File: src/rtl/icache.sv
// Direct-mapped, one-word-per-line instruction cache between IF and the memory controller.
// Optional hit/miss statistics counters are enabled by defining ICACHE_STAT_EN.
module icache #(
    parameter int INDEX_BITS = 6,
    parameter int ADDR_W     = 18
) (
    input  logic        clk,
    input  logic        rst,
    input  logic        req_flag,
    input  logic [31:0] req_addr,
    input  logic        discard,
    output logic        resp_flag,
    output logic [31:0] resp_addr,
    output logic [31:0] resp_instr,
    output logic        busy,
    output logic        mem_req_flag,
    output logic [31:0] mem_req_addr,
    input  logic        mem_resp_flag,
    input  logic [31:0] mem_resp_addr,
    input  logic [31:0] mem_resp_data,
`ifdef ICACHE_STAT_EN
    output logic [31:0] hit_cnt,
    output logic [31:0] miss_cnt,
`endif
    output logic        dbg_state
);

    localparam int LINES = 1 << INDEX_BITS;
    localparam int TAG_W = ADDR_W - INDEX_BITS - 2;

    // Handshake: IF presents req_flag/req_addr and holds them while busy=1;
    // mem_req_flag/mem_req_addr stay asserted and stable until a mem_resp_flag
    // pulse arrives whose mem_resp_addr equals mem_req_addr.
    typedef enum logic {
        S_IDLE = 1'b0,
        S_MISS = 1'b1
    } state_t;

    state_t              r_state;
    state_t              w_state_nxt;
    logic [LINES-1:0]    r_valid;
    logic [TAG_W-1:0]    r_tag  [LINES];
    logic [31:0]         r_data [LINES];
    logic [31:0]         r_miss_addr;
    logic                r_cancel;
    logic                r_resp_flag;
    logic [31:0]         r_resp_addr;
    logic [31:0]         r_resp_instr;

    logic [INDEX_BITS-1:0] w_idx;
    logic [INDEX_BITS-1:0] w_fill_idx;
    logic                  w_hit;
    logic                  w_fill;
    logic                  w_accept_hit;
    logic                  w_accept_miss;
    logic                  w_resp_flag_nxt;
    logic [31:0]           w_resp_addr_nxt;
    logic [31:0]           w_resp_instr_nxt;
    logic [31:0]           w_miss_addr_nxt;
    logic                  w_cancel_nxt;

    assign w_idx      = req_addr[INDEX_BITS+1:2];
    assign w_fill_idx = r_miss_addr[INDEX_BITS+1:2];
    assign w_hit      = r_valid[w_idx] && (r_tag[w_idx] == req_addr[ADDR_W-1:INDEX_BITS+2]);
    assign w_fill     = (r_state == S_MISS) && mem_resp_flag && (mem_resp_addr == r_miss_addr);

    assign w_accept_hit  = (r_state == S_IDLE) && req_flag && !discard && w_hit;
    assign w_accept_miss = (r_state == S_IDLE) && req_flag && !discard && !w_hit;

    always_comb begin
        w_state_nxt      = r_state;
        w_resp_flag_nxt  = 1'b0;
        w_resp_addr_nxt  = r_resp_addr;
        w_resp_instr_nxt = r_resp_instr;
        w_miss_addr_nxt  = r_miss_addr;
        w_cancel_nxt     = r_cancel;
        case (r_state)
            S_IDLE: begin
                if (w_accept_hit) begin
                    w_resp_flag_nxt  = 1'b1;
                    w_resp_addr_nxt  = req_addr;
                    w_resp_instr_nxt = r_data[w_idx];
                end else if (w_accept_miss) begin
                    w_state_nxt     = S_MISS;
                    w_miss_addr_nxt = {req_addr[31:2], 2'b00};
                    w_cancel_nxt    = 1'b0;
                end
            end
            S_MISS: begin
                if (discard) begin
                    w_cancel_nxt = 1'b1;
                end
                if (w_fill) begin
                    w_state_nxt  = S_IDLE;
                    w_cancel_nxt = 1'b0;
                    // A discard on the fill edge itself also kills the response.
                    if (!r_cancel && !discard) begin
                        w_resp_flag_nxt  = 1'b1;
                        w_resp_addr_nxt  = r_miss_addr;
                        w_resp_instr_nxt = mem_resp_data;
                    end
                end
            end
            default: w_state_nxt = S_IDLE;
        endcase
    end

    always_ff @(posedge clk) begin
        if (rst) begin
            r_state      <= S_IDLE;
            r_valid      <= '0;
            r_miss_addr  <= '0;
            r_cancel     <= 1'b0;
            r_resp_flag  <= 1'b0;
            r_resp_addr  <= '0;
            r_resp_instr <= '0;
        end else begin
            r_state      <= w_state_nxt;
            r_miss_addr  <= w_miss_addr_nxt;
            r_cancel     <= w_cancel_nxt;
            r_resp_flag  <= w_resp_flag_nxt;
            r_resp_addr  <= w_resp_addr_nxt;
            r_resp_instr <= w_resp_instr_nxt;
            if (w_fill) begin
                r_valid[w_fill_idx] <= 1'b1;
            end
        end
    end

    // Tag and data storage is not reset; only the valid bits gate its use.
    always_ff @(posedge clk) begin
        if (!rst && w_fill) begin
            r_tag[w_fill_idx]  <= r_miss_addr[ADDR_W-1:INDEX_BITS+2];
            r_data[w_fill_idx] <= mem_resp_data;
        end
    end

`ifdef ICACHE_STAT_EN
    logic [31:0] r_hit_cnt;
    logic [31:0] r_miss_cnt;

    always_ff @(posedge clk) begin
        if (rst) begin
            r_hit_cnt  <= '0;
            r_miss_cnt <= '0;
        end else begin
            if (w_accept_hit) begin
                r_hit_cnt <= r_hit_cnt + 32'd1;
            end
            if (w_accept_miss) begin
                r_miss_cnt <= r_miss_cnt + 32'd1;
            end
        end
    end

    assign hit_cnt  = r_hit_cnt;
    assign miss_cnt = r_miss_cnt;
`endif

    assign resp_flag    = r_resp_flag;
    assign resp_addr    = r_resp_addr;
    assign resp_instr   = r_resp_instr;
    assign busy         = (r_state == S_MISS);
    assign mem_req_flag = (r_state == S_MISS);
    assign mem_req_addr = r_miss_addr;
    assign dbg_state    = r_state;

endmodule

File: config.mk
export PLATFORM = sky130hd
export DESIGN_NAME = icache
export DESIGN_NICKNAME = d
export VERILOG_FILES = /design/src/rtl/icache.sv
export SDC_FILE = /design/constraint.sdc
export NUM_CORES = 2
export LEC_CHECK = 0
export BUFFER_PORTS_ARGS = -buffer_cell sky130_fd_sc_hd__buf_2
export CAP_MARGIN = 10
export CORE_ASPECT_RATIO = 0.8
export CORE_MARGIN = 2
export CORE_UTILIZATION = 30
export CTS_CLUSTER_SIZE = 12
export DETAILED_ROUTE_END_ITERATION = 6
export PLACE_DENSITY = 0.52
export SYNTH_ARGS = -nofsm -noshare
export SYNTH_HDL_FRONTEND = slang
export SYNTH_SLANG_ARGS = --single-unit
File: constraint.sdc
create_clock -name clk -period 12.5 [get_ports clk]
set_clock_uncertainty 0.15 [all_clocks]
set_input_delay 1.875 -clock clk [delete_from_list [all_inputs] [get_ports clk]]
set_output_delay 1.875 -clock clk [all_outputs]
set_load 0.005 [all_outputs]
# Yosys cells after proc, flatten, opt, wreduce, memory -nomap -nowiden
# Memory sizes are Yosys's and may differ from the RTL's.
# Cells that the tools add are included.
dict set report classes {
  bitwise_logic 3
  mux 27
  eq_ne 8
  reduce_logical 17
  order_cmp 3
}
# cell count
set op_table {}
lappend op_table {{$mux 32} 6}
lappend op_table {{$pmux 32 s2} 2}
lappend op_table {{$or 64x64->64} 1}
lappend op_table {{$eq 32x32->1} 1}
lappend op_table {{$lt 6x7->1 const B} 2}
lappend op_table {{$mux 1} 14}
lappend op_table {{$eq 10x10->1} 1}
lappend op_table {{$logic_and 1x1->1} 10}
lappend op_table {{$reduce_and 3->1} 3}
lappend op_table {{$bmux 1 s6} 1}
lappend op_table {{$demux 1 s6} 1}
lappend op_table {{$ge 6x1->1 const B} 1}
lappend op_table {{$ne 2x2->1 const B} 3}
lappend op_table {{$pmux 1 s2} 3}
lappend op_table {{$logic_not 1->1} 4}
lappend op_table {{$ne 2x1->1 const B} 2}
lappend op_table {{$ne 3x2->1 const B} 1}
lappend op_table {{$not 1->1} 2}
dict set report totals {
  n_memories 2
  ramBits 2688
  elab_cells 67
  in_bits 101
  register_bits 161
  output_inout_bits 100
}
# name depth word_bits read_ports rd_ports_with_merged_regs write_ports line_no
set memory_table {}
lappend memory_table {r_data 64 32 1 0 1 43} ;# logic [31:0] r_data [LINES];
lappend memory_table {r_tag 64 10 1 0 1 42} ;# logic [TAG_W-1:0] r_tag [LINES];

# Logic depth before layout (Yosys ltp)
dict set report depth {
  depth_word 8
  ltp_mapped 17
  depth_no_buf 9
}

# Worst setup path after synthesis
# Ideal clock, no wire load.
dict set report synth_path {
  kind {in2reg}
  from {input port mem_resp_addr[9]}
  to {memory r_data[31][0] (enable)}
  setup_ps 443
  t_arrival_ps 5410
  path_slack_ps 6497
  t_required_ps 11907
  path_stages 7
  n_path_buf 0
  cell_sequence {xor2_1 > or4_1 > nor4b_1 > nand3_1 > nor3b_1 > nand3_1 > nor2_1}
}
dict set report synth_between {
  elab_chain_len 5
}
# element line_no
set synth_rtl {}
lappend synth_rtl {{start, declared} 19} ;# input logic [31:0] mem_resp_addr,
lappend synth_rtl {{$eq 32x32->1} 65} ;# assign w_fill = (r_state == S_MISS) && mem_resp_flag && (mem_resp_addr == r_miss_addr);
lappend synth_rtl {{$logic_and 1x1->1} 65}
lappend synth_rtl {{$logic_and 1x1->1} 132} ;# if (!rst && w_fill) begin
lappend synth_rtl {{$mux 1} 132}
lappend synth_rtl {{$mux 1 (implied by the code)} 134} ;# r_data[w_fill_idx] <= mem_resp_data;
lappend synth_rtl {{end, declared} 43}
# No other way between the ends.

# Worst setup path in the final report
dict set report layout_path {
  from {input port req_addr[3]}
  to {register r_resp_instr[2], in the netlist resp_instr[2]}
}
dict set report layout_between {
  elab_chain_len 6
  elab_cells_between_ends 11
  classes_between {eq/ne (2); mux (4); reduce/logical (3); memory (2)}
}
# element line_no
set layout_rtl {}
lappend layout_rtl {{start, declared} 10} ;# input logic [31:0] req_addr,
lappend layout_rtl {{$mem_v2 64x10 or $bmux 1 s6 (tied branches)} -}
lappend layout_rtl {{$eq 10x10->1 or $mux 1 (tied branches)} 64} ;# assign w_hit = r_valid[w_idx] && (r_tag[w_idx] == req_addr[ADDR_W-1:INDEX_BITS+2]);
lappend layout_rtl {{$logic_and 1x1->1} 64}
lappend layout_rtl {{$logic_and 1x1->1} 67} ;# assign w_accept_hit = (r_state == S_IDLE) && req_flag && !discard && w_hit;
lappend layout_rtl {{$ne 2x2->1 (no source line)} -}
lappend layout_rtl {{$reduce_and 3->1 (no source line)} -}
lappend layout_rtl {{end signal, assigned} 123} ;# r_resp_instr <= w_resp_instr_nxt;
lappend layout_rtl {{end, declared} 48} ;# logic [31:0] r_resp_instr;
# Several ways; a longest one is shown, not always the timed one. The select of a mux whose other input is x is not followed.
# A chain may end at the register's enable or synchronous reset.

==> impl_metrics.toml <==
[final_layout]
drive_gt1_frac = 0.314
final_cells = 10200
final_cell_mix = "2688 x edfxtp_1, 799 x mux4_2, 314 x clkbuf_16"
final_util = 0.347
area_delta_synth_final_pct = 15.1
fillers = 33600
layout_commonest_cell = "edfxtp_1"
layout.nets = 5286

[clock_tree]
cts_max_path_buffers = 4
cts_max_level = 5
clk_pin_slew_ns = 0.06
cts_made_buffers = 305
root_buffer = "clkbuf_16"
cts.sinks = 2849
tritoncts = "done"
ctsHoldBuffers = 0
clock_latency_ns = 0.90
cts_setup_buffers = 0
cts_resized = 0

[timing]
finalMaxSlewViolations = 0
setup_violations = 0
post-route-worst-setup-slack_ns = 5.12
slew_headroom = 0.191
fin_crit_sh = 0.591
fin_tns_setup_ns = 0
period_needed_ns = 7.38
max_freq_ghz = 0.135
rsz0062_at_grt = "no"
hold_viol_final = 0
tightest_slew_ns = 1.21

[grt]
grt_usage = 0.177
grt-ovfl-total = 0
antenna_found_initial = 20
grt_pass1_vias = 53900
grt_pass1_wl_um = 456000
grt_max_degree = 129

[route]
remaining_drc_errors = 0
via_per_inst = 5.31
drt-total-wl_um = 336000
vias = 54100
wl_per_cell_um = 32.9
dr.first_iter.drc_count = 7048
antenna_left = 0
first_pass_iters = 6

[floorplan]
fp.dieW_um = 680
pin_count = 201
core_um2 = 364000
initial_core_util = 0.301
die-area_um2 = 370000
placementRows = 198
die_y_um = 545

[synth]
synth.area.top_cells = "edfxtp_1 74%, mux4_2 16%, dfxtp_1 2.9%"
synth_top_area_frac = 0.737
ys_seq_area_frac = 0.766
synth.distinct_cells = 68
syn_avg_cell_area_um2 = 23.0
synthSimpleGateAreaFrac = 0.0132
ys_warn_count = 0
synth_top_area_cell = "edfxtp_1"
ys_ff_latch = 2849
synth-main-ff-cell = "edfxtp_1"
netlist_instances = 4772
muxShareOfSynthArea = 0.181
yosys.area_share.xor_xnor = 0.00280
synth_top_family_by_area = "multiplexers"
synth_fa_ha_area_frac = 0
synthArstFlopShare = 0
synthesis.area_um2 = 110000
synth_compound_area_frac = 0.0236
synth-edff-count = 2688

[worst_setup_path]
critical-path-slowest-cell = "a211oi_1"
ff2ff_setup_slack_ns = 6.41
cp.arrival_ns = 7.94
critical_path_class = "input pin to register"
path_max_fanout = 59
worst_path_largest_cell_delay_ns = 0.93
critPathCaptureType = "register"
worstPathCellList = "buf_8 -> buf_4 -> buf_4 -> mux4_2 -> mux2i_1 -> o211ai_1 -> a211oi_1 -> a211oi_1 -> xnor2_1 -> nand4b_1 -> o32a_2 -> buf_4 -> o2bb2ai_1"
cpMostUsedCell = "buf_4"
worstSetupStartpointType = "input pin"
cp_data_required_time_ns = 13.06

[hold_path]
hold_path.class = "register to register"

[run_status]
status = "finished clean"

[placed_design]
hpwl_um = 178000
portBuffers = 198
dp_slack_ns = 4.29
dpl.cell_count = 9678
place.gp.congestion = 0.802

[power_and_ir_drop]
power-per-cell-area_nw_per_um2 = 156
peakVddDrop_uv = 126
p_total_mw = 19.7
leakage_nw = 40.3

[flow_run]
max_cap_violations = 0
==> logic make-up (layout without fill, tap and decap cells) <==
logic type / after synthesis / count (layout)
AO/OA/AOI/OAI: 306 / 306
AND/OR/NAND/NOR: 313 / 313
buffers and inverters: 286 / 907
multiplexers: 982 / 982
other: 1 / 6
XOR/XNOR: 35 / 35
flip-flops: 2849 / 2849
==> synth_stat cells, types with 9 or more instances <==
cell type	instances
edfxtp_1	2688
mux4_2	799
mux2i_1	173
dfxtp_1	161
nand2_1	115
clkbuf_1	99
buf_2	93
nor2_1	87
a21o_1	64
o2bb2ai_2	50
a22oi_1	44
buf_1	35
a21oi_1	31
o21ai_0	29
nand3_1	28
buf_4	26
xnor2_1	26
buf_6	17
nor2b_1	16
o2bb2ai_1	16
nor3_1	13
a211oi_1	11
inv_1	11
nand4_1	10
mux2_2	9
o221ai_1	9
xor2_1	9
==> routing by layer <==
metal  GRT usage  wire (um)  part of all wire  vias to the layer above
met1       0.251     143000              0.43                    30100
met5           0         43           0.00013                        -
met2       0.284     158000              0.47                     2402
met3      0.0332      25700             0.077                      466
met4      0.0411       8150             0.024                        8
li1            -          -                 -                    21200
==> flip-flops by register name (all words and copies together) (netlist names) <==
signal,flops
r_data,2048
resp_addr,32
resp_flag,1
resp_instr,32
r_valid,64
mem_req_addr,30
r_tag,640
busy,1
r_cancel,1
==> worst max-delay path: cells and delay by family <==
family	cells	cell delay, ns
AOI/OAI and AO/OA	5	2.27
xor gates and xnor gates	1	0.15
buffers and inverters	4	2.68
muxes	2	0.42
and+or+nand+nor	1	0.23
==> power breakdown <==
part           switching (mW)  total (mW)  internal [mW]
clock                    3.65        8.39           4.74
combinational           0.556       0.903          0.347
sequential             0.0120        10.4           10.4
==> final cells by class <==
cell class,instances,area (um2),share of cell area
Sequential cell,2849,84000,0.665
Multi-Input combinational cell,1638,24700,0.196
Clock buffer,418,8340,0.0661
Tap cell,4800,6010,0.0476
Timing Repair Buffer,377,2440,0.0194
Clock inverter,98,652,0.00517
Inverter,14,66.3,0.000526
Antenna cell,4,10.0,0.0000793
==> metrics by stage <==
step	hold WS (ns)	area (um2)
after detailed placement	0.284	117000
final	0.300	126000
after floorplan	0.271	110000
after global placement	0.278	117000
after CTS	0.300	126000
after global routing	0.314	126000
==> path summary, 6_finish.rpt <==
kind,start,to,cells after the start
worst min-delay path,r_valid[52],r_valid[52],1
worst max-delay path,req_addr[3],resp_instr[2],13
worst min register to register,r_valid[52],r_valid[52],1
worst max register to register,mem_req_addr[9],r_data[7][20],10
Power figures use the tool's default switching activity.
